`src/rtl/delay_tap_trainer.sv`:
```
// delay_tap_trainer: sweeps delay taps 0..31 and centres DEL in the passing data window.
// Define DELAY_TRAIN_WIDEST_EN to sweep all taps and centre on the widest window instead of the first.
module delay_tap_trainer #(
  parameter int SETTLE_CYCLES = 8,
  parameter int SAMPLE_CNT    = 16
) (
  input  logic       CLK,
  input  logic       RSTN,
  input  logic       START,
  input  logic       SAMPLE,
  input  logic       EXPECT,
  output logic [4:0] DEL,
  output logic       BUSY,
  output logic       DONE,
  output logic       FAIL,
  output logic [4:0] LEFT_EDGE,
  output logic [4:0] RIGHT_EDGE
);
  typedef enum logic [2:0] {S_IDLE, S_SETTLE, S_SAMPLE, S_EVAL, S_CENTER, S_DONE, S_FAIL} state_t;
  state_t state, state_n;
  logic [7:0] cnt;
  logic mism, win_open, best_valid, pass, last, close_win, take, stop, settle_end, sample_end;
  logic [4:0] cur_left, cur_right, best_left, best_right, cl, cr;

  assign BUSY = !(state == S_IDLE || state == S_DONE || state == S_FAIL);
  assign DONE = state == S_DONE;
  assign FAIL = state == S_FAIL;

  // DEL doubles as the current tap while sweeping; cl/cr describe the window as it stands after this tap
  always_comb begin
    settle_end = cnt == 8'(SETTLE_CYCLES - 1);
    sample_end = cnt == 8'(SAMPLE_CNT - 1);
    pass = !mism;
    last = DEL == 5'd31;
    close_win = (win_open && !pass) || (pass && last);
    cl = win_open ? cur_left : DEL;
    cr = pass ? DEL : cur_right;
`ifdef DELAY_TRAIN_WIDEST_EN
    take = close_win && (!best_valid || (cr - cl) > (best_right - best_left));
    stop = last;
`else
    take = close_win;
    stop = last || close_win;
`endif
    state_n = state;
    case (state)
      S_IDLE, S_DONE, S_FAIL: state_n = START ? S_SETTLE : state;
      S_SETTLE: state_n = settle_end ? S_SAMPLE : S_SETTLE;
      S_SAMPLE: state_n = sample_end ? S_EVAL : S_SAMPLE;
      S_EVAL:   state_n = stop ? S_CENTER : S_SETTLE;
      S_CENTER: state_n = best_valid ? S_DONE : S_FAIL;
      default:  state_n = S_IDLE;
    endcase
  end

  always_ff @(posedge CLK or negedge RSTN)
    if (!RSTN) state <= S_IDLE;
    else state <= state_n;

  always_ff @(posedge CLK or negedge RSTN)
    if (!RSTN) begin
      cnt        <= '0;
      DEL        <= '0;
      mism       <= 1'b0;
      win_open   <= 1'b0;
      best_valid <= 1'b0;
      cur_left   <= '0;
      cur_right  <= '0;
      best_left  <= '0;
      best_right <= '0;
      LEFT_EDGE  <= '0;
      RIGHT_EDGE <= '0;
    end else begin
      cnt <= ((state == S_SETTLE && !settle_end) || (state == S_SAMPLE && !sample_end)) ? cnt + 8'd1 : 8'd0;
      case (state)
        S_IDLE, S_DONE, S_FAIL:
          if (START) begin
            DEL        <= '0;
            mism       <= 1'b0;
            win_open   <= 1'b0;
            best_valid <= 1'b0;
            LEFT_EDGE  <= '0;
            RIGHT_EDGE <= '0;
          end
        S_SAMPLE: mism <= mism || (SAMPLE != EXPECT);
        S_EVAL: begin
          win_open <= pass;
          mism     <= 1'b0;
          if (pass) begin
            cur_left  <= cl;
            cur_right <= DEL;
          end
          if (take) begin
            best_valid <= 1'b1;
            best_left  <= cl;
            best_right <= cr;
          end
          if (!stop) DEL <= DEL + 5'd1;
        end
        S_CENTER: begin
          DEL        <= best_valid ? 5'(({1'b0, best_left} + {1'b0, best_right}) >> 1) : 5'd0;
          LEFT_EDGE  <= best_valid ? best_left : 5'd0;
          RIGHT_EDGE <= best_valid ? best_right : 5'd0;
        end
        default: ;
      endcase
    end
endmodule
```
`config.mk`:
```
export PLATFORM = sky130hd
export DESIGN_NAME = delay_tap_trainer
export DESIGN_NICKNAME = d
export VERILOG_FILES = /design/src/rtl/delay_tap_trainer.sv
export SDC_FILE = /design/constraint.sdc
export NUM_CORES = 1
export LEC_CHECK = 0
export BUFFER_PORTS_ARGS = -buffer_cell sky130_fd_sc_hd__buf_2
export CAP_MARGIN = 30
export CORE_ASPECT_RATIO = 1.5
export CORE_MARGIN = 2
export CORE_UTILIZATION = 60
export CTS_CLUSTER_SIZE = 12
export DETAILED_ROUTE_END_ITERATION = 10
export PLACE_DENSITY = 0.8
export SETUP_SLACK_MARGIN = 0.3
export SYNTH_ARGS = -nofsm -noshare
export SYNTH_HDL_FRONTEND = slang
export SYNTH_SLANG_ARGS = --single-unit
export TNS_END_PERCENT = 30
```
`constraint.sdc`:
```
create_clock -name CLK -period 3.9 [get_ports CLK]
set_clock_uncertainty 0.1 [all_clocks]
set_input_delay 0 -clock CLK [delete_from_list [all_inputs] [get_ports CLK]]
set_output_delay 0 -clock CLK [all_outputs]
set_load 0.03 [all_outputs]
```
-- Word level (Yosys, flattened, before mapping)
Cells that the tools add are included.
- add/subtract/negate cells: 3
- eq/ne operators: 13
- multiplexer cells: 22
- bitwise logic cells: 1
- reduce and logical (&&, ||, !) cells: 27
- operators with widths (operator ; number):
    5-bit 2-to-1 mux ; 7
    5-bit case mux with 2 select lines ; 2
    3-bit case mux with 5 select lines ; 1
    5-bit case mux with 3 select lines ; 1
    2-bit AND reduction ; 5
    3-bit == test (second input constant) ; 3
    8-bit by 1-bit adder with 8-bit output (second input constant) ; 1
    8-bit by 3-bit == test with 1-bit output (second input constant) ; 1
    8-bit by 4-bit == test with 1-bit output (second input constant) ; 1
    8-bit 2-to-1 mux ; 1
    5-bit by 5-bit adder with 6-bit output ; 1
    3-bit by 2-bit == test with 1-bit output (second input constant) ; 2
    1-bit logical OR ; 6
    3-bit 2-to-1 mux ; 2
    2-bit inequality test (second input constant) ; 3
    3-bit AND reduction ; 2
    3-bit nonzero test ; 2
    5-bit by 1-bit adder with 5-bit output (second input constant) ; 1
    5-bit == test (second input constant) ; 1
    1-bit logical AND ; 4
    1-bit zero test ; 4
    2-bit 2-to-1 mux ; 2
    1-bit case mux with 2 select lines ; 2
    2-bit nonzero test ; 2
    other kinds (7) ; 9
- bits in registers: 49
- output and inout bits: 18

-- Longest topological paths before layout
Gate-level depths: netlist of run 1.
- depth after elaboration: 6
- depth in mapped cells: 8
- gate-level depth less buffers: 7

-- Least setup slack after synthesis of run 1
Ideal clock, no wire load.
- path kind: register to register
- from: reg DEL[0]
- to: reg DEL[3]
- library setup time: 0.129 ns
- arrival time: 2.090 ns
- slack: 1.581 ns
- stages on the path, launching flop included: 9
- path buffers: 1
- clock period less this slack: 2.319 ns
- cell sequence: dfrtp_1 ha_1 and3_1 ha_1 a21oi_1 nand2_1 and2_1 buf_6 a2111o_1
- longest elaborated chain between the ends: 6
- elaborated cells between the ends (all ways): 9
- classes of those cells: add/sub (1); eq/ne (2); mux (2); reduce/logical (4)
- RTL lines (element ; RTL line ; text):
    start: declaration ; 12 ; output logic [4:0] DEL,
    start signal: assignment ; 98 ; if (!stop) DEL <= DEL + 5'd1;
    start signal: assignment ; 101 ; DEL <= best_valid ? 5'(({1'b0, best_left} + {1'b0, best_right}) >> 1) : 5'd0;
    branches (longest 6 deep; another with 5-bit by 1-bit adder with 5-bit output) ; -- ;
Several ways; the timed one is not identified. The select of a mux whose other input is x is not followed.
A chain may end at the register's enable or synchronous reset.

-- Final worst setup path of run 1
Same ends and word-level chain as after synthesis.

==> results_dict.tcl, run 1 <==
set metrics [dict create \
    cts-root-buf "clkbuf_8" \
    layout_common_cells "49 x dfrtp_1, 22 x buf_2, 20 x nand2_1, 15 x nor2_1, 13 x o21ai_0" \
    comb_power_share 0.212 \
    vias 1843 \
    min_period_ps 2280 \
    p_seq_frac 0.504 \
    path_max_fanout 9 \
    setup_viol 0 \
    initialDrtViolationCount 57 \
    synth_seq_cells 49 \
    synth_area_leaders "dfrtp_1 49%, mux2_2 5.0%, mux2i_1 4.8%" \
    numPortBuffers 22 \
    cap_violations 0 \
    path_class "reg -> reg" \
    grt_pass1_wl_um 8740 \
    antenna_found_initial 0 \
    gp_congestion 0.784 \
    status "finished clean" \
    p_sw_mw 0.419 \
    htree_levels 2 \
    relSlewSlack 0.611 \
    async_flop_share 1.00 \
    synth_top_area_cell "dfrtp_1" \
    die_w_um 56.6 \
    synthFlopType "dfrtp_1" \
    grt_pass1_vias 1800 \
    clkTransAtPathRegs_ps 90 \
    die_height_um 82.9 \
    min-delay-path-class "in -> async" \
    post_cts_buffers 0 \
    wl_um 5070 \
    start_util 0.630 \
    track_usage 0.238 \
    globalRouteOverflowTotal 0 \
    dp_hpwl_um 3530 \
    swShare 0.318 \
    avgRoutedWirePerCell_um 16.8 \
    final_common_cell "dfrtp_1" \
    syn_area_um2 2490 \
    synth_top_family_by_area "compound AO/OA/AOI/OAI gates" \
    n_fill_cell 319 \
    syn_to_final_growth_pct 11.9 \
    synth.distinct_cells 51 \
    synth-compound-area-share 0.150 \
    fmax_ghz 0.439 \
    slew_viol_final 0 \
    clockBufferDepth 2 \
    grt_start_max_net_pins 29 \
    ir_drop_mv 0.403 \
    ys_warn_count 0 \
    synth_top_area_frac 0.492 \
    viasPerCell 6.10 \
    grt_setup_unrepaired "false" \
    power_density_nw_per_um2 472 \
    synthCells 233 \
    clock-sinks 49 \
    p_clk_frac 0.284 \
    hold_ws_ps 90.1 \
    synth-edff-count 0 \
    syn-num-nets 246 \
    core-area_um2 3960 \
    tns_ps 0 \
    synthSimpleGateAreaFrac 0.137 \
    synth.area.mux_share 0.107 \
    clk_latency_ps 300 \
    p_int_mw 0.898 \
    cts_tree "built" \
    cts_inserted_buffers 5 \
    avgSynthCellArea_um2 10.7 \
    period_share 0.584 \
    cp_data_required_time_ps 3990 \
    drt_first_pass_iters 6 \
    final_area_um2 2790 \
    hold_viol 0 \
    leakagePower_nw 1.36 \
    start_kind "flip-flop" \
    cp.arrival_ps 2370 \
    synth_seq_area_share 0.492 \
    synth_xor_area_frac 0.0281 \
    yosys.area_share.adder 0.0472 \
    tightest_slew_ps 584 \
    die_area_um2 4700 \
    ant_nets 0 \
    fin_util 0.705 \
    dpl_cell_area_um2 2630 \
    num_antenna_cells 0 \
    rows 28 \
    end_kind "flip-flop" \
    drive_gt1_frac 0.195 \
    drc 0 \
    fin_nets 269 \
    ioPinCount 23 \
]
-- through the flow --
step | instances | setup slack (ps) | power [mW]
floorplan | 233 | 1580 | 0.872
global placement | 289 | 1690 | 0.941
detailed placement | 290 | 1650 | 0.947
CTS | 302 | 1640 | 1.32
global route | 302 | 1450 | 1.39
finish | 302 | 1620 | 1.32
-- timing repair --
item | in CTS | in global routing
hold buffers | 4 | 0
resized for setup | 0 | 0
hold endpoints to repair | 52 | 0
-- cell families (layout without fill, tap and decap cells) --
kind of cell	Yosys count	in the layout
multiplexers	25	25
flip-flops	49	49
AO/OA/AOI/OAI	53	53
XOR/XNOR	8	8
adder cells (fa/ha/maj)	9	9
AND/OR/NAND/NOR	68	68
buffers and inverters	21	45
-- per-layer routing --
layer	routed length [um]	up-vias	global-route usage	part of all wire
met2	2610	48	0.395	0.51
li1	-	882	-	-
met4	182	0	0.115	0.036
met5	0	-	0	0
met3	193	14	0.0389	0.038
met1	2090	899	0.296	0.41
-- state kept, by name, summed over array words and instances (netlist names), 3 cells and up --
| signal | cells |
|---|---|
| state | 3 |
| cur_left | 5 |
| best_left | 5 |
| LEFT_EDGE | 5 |
| RIGHT_EDGE | 5 |
| best_right | 5 |
| cur_right | 5 |
| DEL | 5 |
| cnt | 8 |
-- layout make-up --
class / count / area, um^2 / share of cell area
Sequential cell: 49 / 1230 / 0.439
Multi-Input combinational cell: 163 / 1180 / 0.422
Timing Repair Buffer: 28 / 178 / 0.0637
Clock buffer: 6 / 82.6 / 0.0296
Tap cell: 45 / 56.3 / 0.0202
Clock inverter: 2 / 37.5 / 0.0135
Inverter: 9 / 33.8 / 0.0121
-- cells in the mapped netlist (2+ instances only) --
library cell	count
o21ai_0	13
mux2_1	2
o32ai_1	2
mux2i_1	12
a211o_1	2
nand2b_1	7
nor3_1	3
o22ai_1	3
a22oi_1	2
a22o_1	10
and3_1	3
dfrtp_1	49
nand3_1	9
inv_1	8
buf_2	5
clkbuf_1	4
a21oi_1	8
ha_1	7
nand2_1	20
a31o_2	2
nor2_1	15
mux2_2	11
nand3b_1	2
xor2_1	7
-- power groups by stage --
stage | combinational (mW) | clock [mW] | sequential [mW]
3_3_place_gp | 0.272 | 0 | 0.669
2_1_floorplan | 0.244 | 0 | 0.628
3_5_place_dp | 0.275 | 0 | 0.671
5_1_grt | 0.319 | 0.397 | 0.675
4_1_cts | 0.282 | 0.379 | 0.662
6_report | 0.279 | 0.373 | 0.664
-- critical path, stage by stage, from the launching register on --
cell and delay [ps]:
dfrtp_1 470, ha_1 260, and3_1 180, ha_1 190
a21oi_1 150, nand2_1 160, and2_1 240, a2111o_1 410
-- final timing paths --
check	start	endpoint	slack, ps	depth (start not counted)
max in group asynchronous	RSTN	cur_right[4]	3090	3
worst max-delay path	DEL[0]	DEL[3]	1620	7
worst min register to register	RIGHT_EDGE[2]	RIGHT_EDGE[2]	400	1
worst max register to register	DEL[0]	DEL[3]	1620	7
min in group CLK	RIGHT_EDGE[2]	RIGHT_EDGE[2]	400	1
worst min-delay path	RSTN	best_left[0]	90	2
Note: power is estimated with default switching activity, not from simulation.
==> run 2: changes to the inputs <==
ABC_AREA = 1   (was default)
CORE_UTILIZATION = 59   (was 60)
PLACE_DENSITY = 0.79   (was 0.8)
clock period = 2.2 ns   (was 3.9 ns; I/O delays follow)
==> results_dict.tcl, run 2 <==
set metrics [dict create \
    p_clk_frac 0.257 \
    final_area_um2 2880 \
    leakagePower_nw 1.55 \
    die_area_um2 4860 \
    die_height_um 84.4 \
    final_common_cell "nand2_1" \
    start_util 0.609 \
    placed_cells_incl_taps 383 \
    core-area_um2 4170 \
    synth.distinct_cells 28 \
    path_max_fanout 5 \
    syn-num-nets 330 \
    hold_ws_ps 217 \
    synth_area_leaders "dfrtp_1 48%, nand2_1 14%, inv_1 4.9%" \
    fin_util 0.690 \
    ys_warn_count 0 \
    period_share 0.820 \
    pre_cts_ws_ps 356 \
    path_class "reg -> reg" \
    synth_seq_cells 49 \
    clock-sinks 49 \
    drc 0 \
    crit_path_max_incr_delay_ps 440 \
    grt_pass1_wl_um 9070 \
    n_fill_cell 342 \
    ff_latch_area_um2 1230 \
    tns_ps 0 \
    cts_tree "built" \
    track_usage 0.242 \
    wl_um 5580 \
    clockBufferDepth 2 \
    worst_slack_ps 397 \
    comb_power_share 0.230 \
    swShare 0.333 \
    die_w_um 57.6 \
    synth-edff-count 0 \
    grt_setup_unrepaired "false" \
    cp_data_required_time_ps 2330 \
    cpMaxStageDelayCell "dfrtp_2" \
    start_kind "flip-flop" \
    fmax_ghz 0.555 \
    viasPerCell 5.47 \
    p_total_mw 1.99 \
    ir_drop_mv 0.610 \
    initialDrtViolationCount 99 \
    p_sw_mw 0.663 \
    min_period_ps 1800 \
    drive_gt1_frac 0.179 \
    antenna_found_initial 0 \
    p_seq_frac 0.514 \
    globalRouteOverflowTotal 0 \
    largest_reg_flops 8 \
    min-delay-path-class "in -> async" \
    crit_top_cell "nand2_1" \
    syn_area_um2 2540 \
    slew_viol_final 0 \
    status "finished clean" \
    setup_viol 0 \
    stdcell_count 398 \
    cp_cell_sequence "ha_1 -> nand2_1 -> nor2_1 -> ha_1 -> a21oi_2 -> nor2_1 -> inv_1 -> nand2_1 -> nor2_4 -> nand2_1 -> nand2_1" \
    end_kind "flip-flop" \
    cp.arrival_ps 1940 \
    multi_input_area_um2 1150 \
    num_antenna_cells 0 \
    syn_to_final_growth_pct 13.2 \
    grt_pass1_vias 2075 \
    rows 29 \
    htree_levels 2 \
    cap_violations 0 \
    avgSynthCellArea_um2 8.02 \
    numPortBuffers 22 \
    fin_nets 364 \
    dp_hpwl_um 4020 \
    vias 2179 \
    drt_first_pass_iters 4 \
    regMostFlops "cnt" \
    power_density_nw_per_um2 692 \
    ant_nets 0 \
    synth_seq_area_share 0.482 \
    avgRoutedWirePerCell_um 14.0 \
    p_int_mw 1.33 \
    cts-root-buf "clkbuf_8" \
    cts_inserted_buffers 5 \
    synthFlopType "dfrtp_1" \
    synthCells 317 \
    netlist_top_cells_count "96 x nand2_1, 49 x dfrtp_1, 33 x inv_1" \
    relSlewSlack 0.595 \
    async_flop_share 1.00 \
    grt_start_max_net_pins 50 \
    clkTransAtPathRegs_ps 90 \
    yosysMostFrequentCell "nand2_1" \
    synth_top_area_cell "dfrtp_1" \
    hold_viol 0 \
    synth_top_area_frac 0.482 \
    tightest_slew_ps 607 \
    ioPinCount 23 \
    gp_congestion 0.904 \
    layout_common_cells "95 x nand2_1, 48 x dfrtp_1, 33 x inv_1, 23 x nor2_1" \
    clk_latency_ps 300 \
    dpl_cell_area_um2 2710 \
]
## run 2: layout make-up
cell class / instances / share of cell area
Clock buffer: 6 / 0.0252
Clock inverter: 2 / 0.00348
Inverter: 37 / 0.0500
Multi-Input combinational cell: 223 / 0.400
Sequential cell: 49 / 0.426
Tap cell: 46 / 0.0200
Timing Repair Buffer: 34 / 0.0730
Timing Repair inverter: 1 / 0.00174
## run 2: cell families after synthesis
kind of cell / share of synthesized area
AOI/OAI and AO/OA: 0.107
xor gates and xnor gates: 0.0138
adders and majority gates: 0.0423
buffers and inverters: 0.0723
DFF: 0.482
muxes: 0.0221
and+or+nand+nor: 0.260
## run 2: final timing paths
kind	startpoint	cells past startpoint	to	slack [ps]
max in group asynchronous	RSTN	3	DEL[0]	1320
min in group CLK	cnt[0]	1	cnt[0]	360
worst min-delay path	RSTN	3	RIGHT_EDGE[4]	220
worst max register to register	DEL[0]	11	DEL[0]	400
worst min register to register	cnt[0]	1	cnt[0]	360
worst max-delay path	DEL[0]	11	DEL[0]	400
## run 2: power groups by stage
stage / clock network [mW] / registers (mW) / logic (mW)
finish: 0.511 / 1.02 / 0.457
detailed placement: 0 / 1.04 / 0.427
global route: 0.549 / 1.03 / 0.509
CTS: 0.511 / 1.02 / 0.435
global placement: 0 / 1.04 / 0.419
floorplan: 0 / 1.02 / 0.321
## run 2: per-layer routing
metal	up-vias	track usage	part of all wire
met4	0	0.114	0.029
met1	1020	0.267	0.37
li1	1078	-	-
met5	-	0	0
met2	67	0.443	0.55
met3	14	0.0324	0.051
## run 2: critical path: cells and delay by family, from the launching register on
family	cells	cell delay (ps)
adder cells (fa/ha/maj)	2	420
AND/OR/NAND/NOR	7	580
flip-flops	1	440
AO/OA/AOI/OAI	1	130
buffers and inverters	1	80
## run 2: timing repair
item | CTS | global route
endpoints found under the setup margin | 0 | 16
setup buffers | 0 | 2
endpoints found under the hold margin | 53 | 0
hold buffers | 4 | 0
resized for setup | 0 | 10
==> run 3: changes to the inputs <==
ABC_AREA = 0   (was 1)
clock period = 1.7 ns   (was 2.2 ns; I/O delays follow)
==> results_dict.tcl, run 3 (synthesis results as in run 1) <==
set metrics [dict create \
    status "finished, violations left" \
    failed_checks "setup timing" \
    drt_first_pass_iters 4 \
    wl_um 6120 \
    stdcell_count 349 \
    die_area_um2 4770 \
    path_class "reg -> reg" \
    clockBufferDepth 2 \
    p_seq_frac 0.421 \
    syn_to_final_growth_pct 34.0 \
    cp_data_required_time_ps 1800 \
    clock-sinks 49 \
    dp_hpwl_um 3940 \
    relSlewSlack 0.733 \
    grt_pass1_vias 2084 \
    dr_wl_met3_um 231 \
    ioPinCount 23 \
    core-area_um2 4140 \
    leakagePower_nw 1.61 \
    period_share 1.10 \
    cap_violations 0 \
    ir_drop_mv 1.02 \
    antenna_found_initial 0 \
    cp.arrival_ps 1960 \
    grt_start_max_net_pins 50 \
    min-delay-path-class "in -> reg" \
    start_util 0.603 \
    p_sw_mw 1.12 \
    power_density_nw_per_um2 1020 \
    pre_cts_ws_ps -189 \
    highest_layer "met4" \
    slew_viol_final 0 \
    fin_util 0.807 \
    viasPerCell 5.93 \
    m1WireLength_um 2340 \
    initialDrtViolationCount 86 \
    placed_cells_incl_taps 329 \
    min_period_ps 1860 \
    final_common_cell "dfrtp_1" \
    cts_inserted_buffers 5 \
    drive_gt1_frac 0.403 \
    start_kind "flip-flop" \
    p_total_mw 3.42 \
    die_height_um 83.6 \
    cts_tree "built" \
    p_clk_frac 0.245 \
    final_area_um2 3340 \
    track_usage 0.259 \
    grt_pass1_wl_um 9580 \
    avgRoutedWirePerCell_um 17.5 \
    end_kind "flip-flop" \
    largest_reg_flops 8 \
    numPortBuffers 22 \
    clk_latency_ps 310 \
    num_antenna_cells 0 \
    hold_viol 0 \
    drc 0 \
    die_w_um 57.1 \
    globalRouteOverflowTotal 0 \
    grt_setup_unrepaired "true" \
    tightest_slew_ps 400 \
    path_max_fanout 5 \
    fin_nets 315 \
    clkTransAtPathRegs_ps 90 \
    layout_common_cells "44 x dfrtp_1, 42 x buf_4, 20 x buf_2, 18 x nand2_1, 15 x nor2_1" \
    htree_levels 2 \
    swShare 0.328 \
    p_int_mw 2.30 \
    regMostFlops "cnt" \
    worst_slack_ps -162 \
    dpl_cell_area_um2 2970 \
    wl_met2_um 3390 \
    fmax_ghz 0.537 \
    setup_viol 16 \
    rows 29 \
    ant_nets 0 \
    comb_power_share 0.334 \
    gp_congestion 0.827 \
    vias 2068 \
    cts-root-buf "clkbuf_8" \
]
-- run 3: worst paths after layout --
kind / start / endpoint / slack (ps) / cells past startpoint
max: DEL[1] / DEL[3] / -160 / 7
min: START / state[2] / 50 / 3
max reg2reg: DEL[1] / DEL[3] / -160 / 7
min reg2reg: LEFT_EDGE[0] / LEFT_EDGE[0] / 400 / 1
max in group asynchronous: RSTN / mism / 1170 / 3
min in group asynchronous: RSTN / best_right[0] / 80 / 3
-- run 3: cell type report --
type / count / area [um^2]
multi-input cells: 163 / 1340
flip-flops and latches: 49 / 1230
fillers: 251 / 797
repair buffers: 74 / 563
clock buffers: 6 / 72.6
well taps: 46 / 57.6
clock inverters: 2 / 38.8
inverters: 9 / 35.0
-- run 3: critical path, cell delays in order, from the launching register on --
cell and delay [ps]:
dfrtp_2 440, ha_4 160, and3_4 180, ha_4 160, a21oi_4 120, nand2_2 70, and2_4 160, a2111o_1 360
-- run 3: per-layer routing --
layer / global-route usage / vias up
li1: - / 971
met1: 0.293 / 1022
met2: 0.467 / 60
met3: 0.0450 / 15
met4: 0.108 / 0
met5: 0 / -
-- run 3: timing repair --
action | 4_1_cts | 5_1_grt
endpoints found under the hold margin | 52 | 0
setup buffers | 6 | 2
setup endpoints to repair | 52 | 52
pin swaps | 19 | 17
gates resized for setup | 22 | 15
hold buffers | 4 | 0
-- run 3: through the flow --
| step | hold WS, ps | TNS [ps] |
|---|---|---|
| finish | 50.4 | -1240 |
| global route | 59.7 | -2200 |
| CTS | 31.2 | -1510 |
| detailed placement | -97.3 | -1760 |
| global placement | -94.6 | -1350 |
| floorplan | -396 | -2870 |
-- run 3: power by group through the flow --
stage          clock [mW]  sequential [mW]  combinational, mW
6_report            0.838             1.44               1.14
5_1_grt             0.901             1.46               1.24
4_1_cts             0.843             1.43               1.08
3_5_place_dp            0             1.45              0.979
3_3_place_gp            0             1.44              0.960
2_1_floorplan           0             1.45              0.574
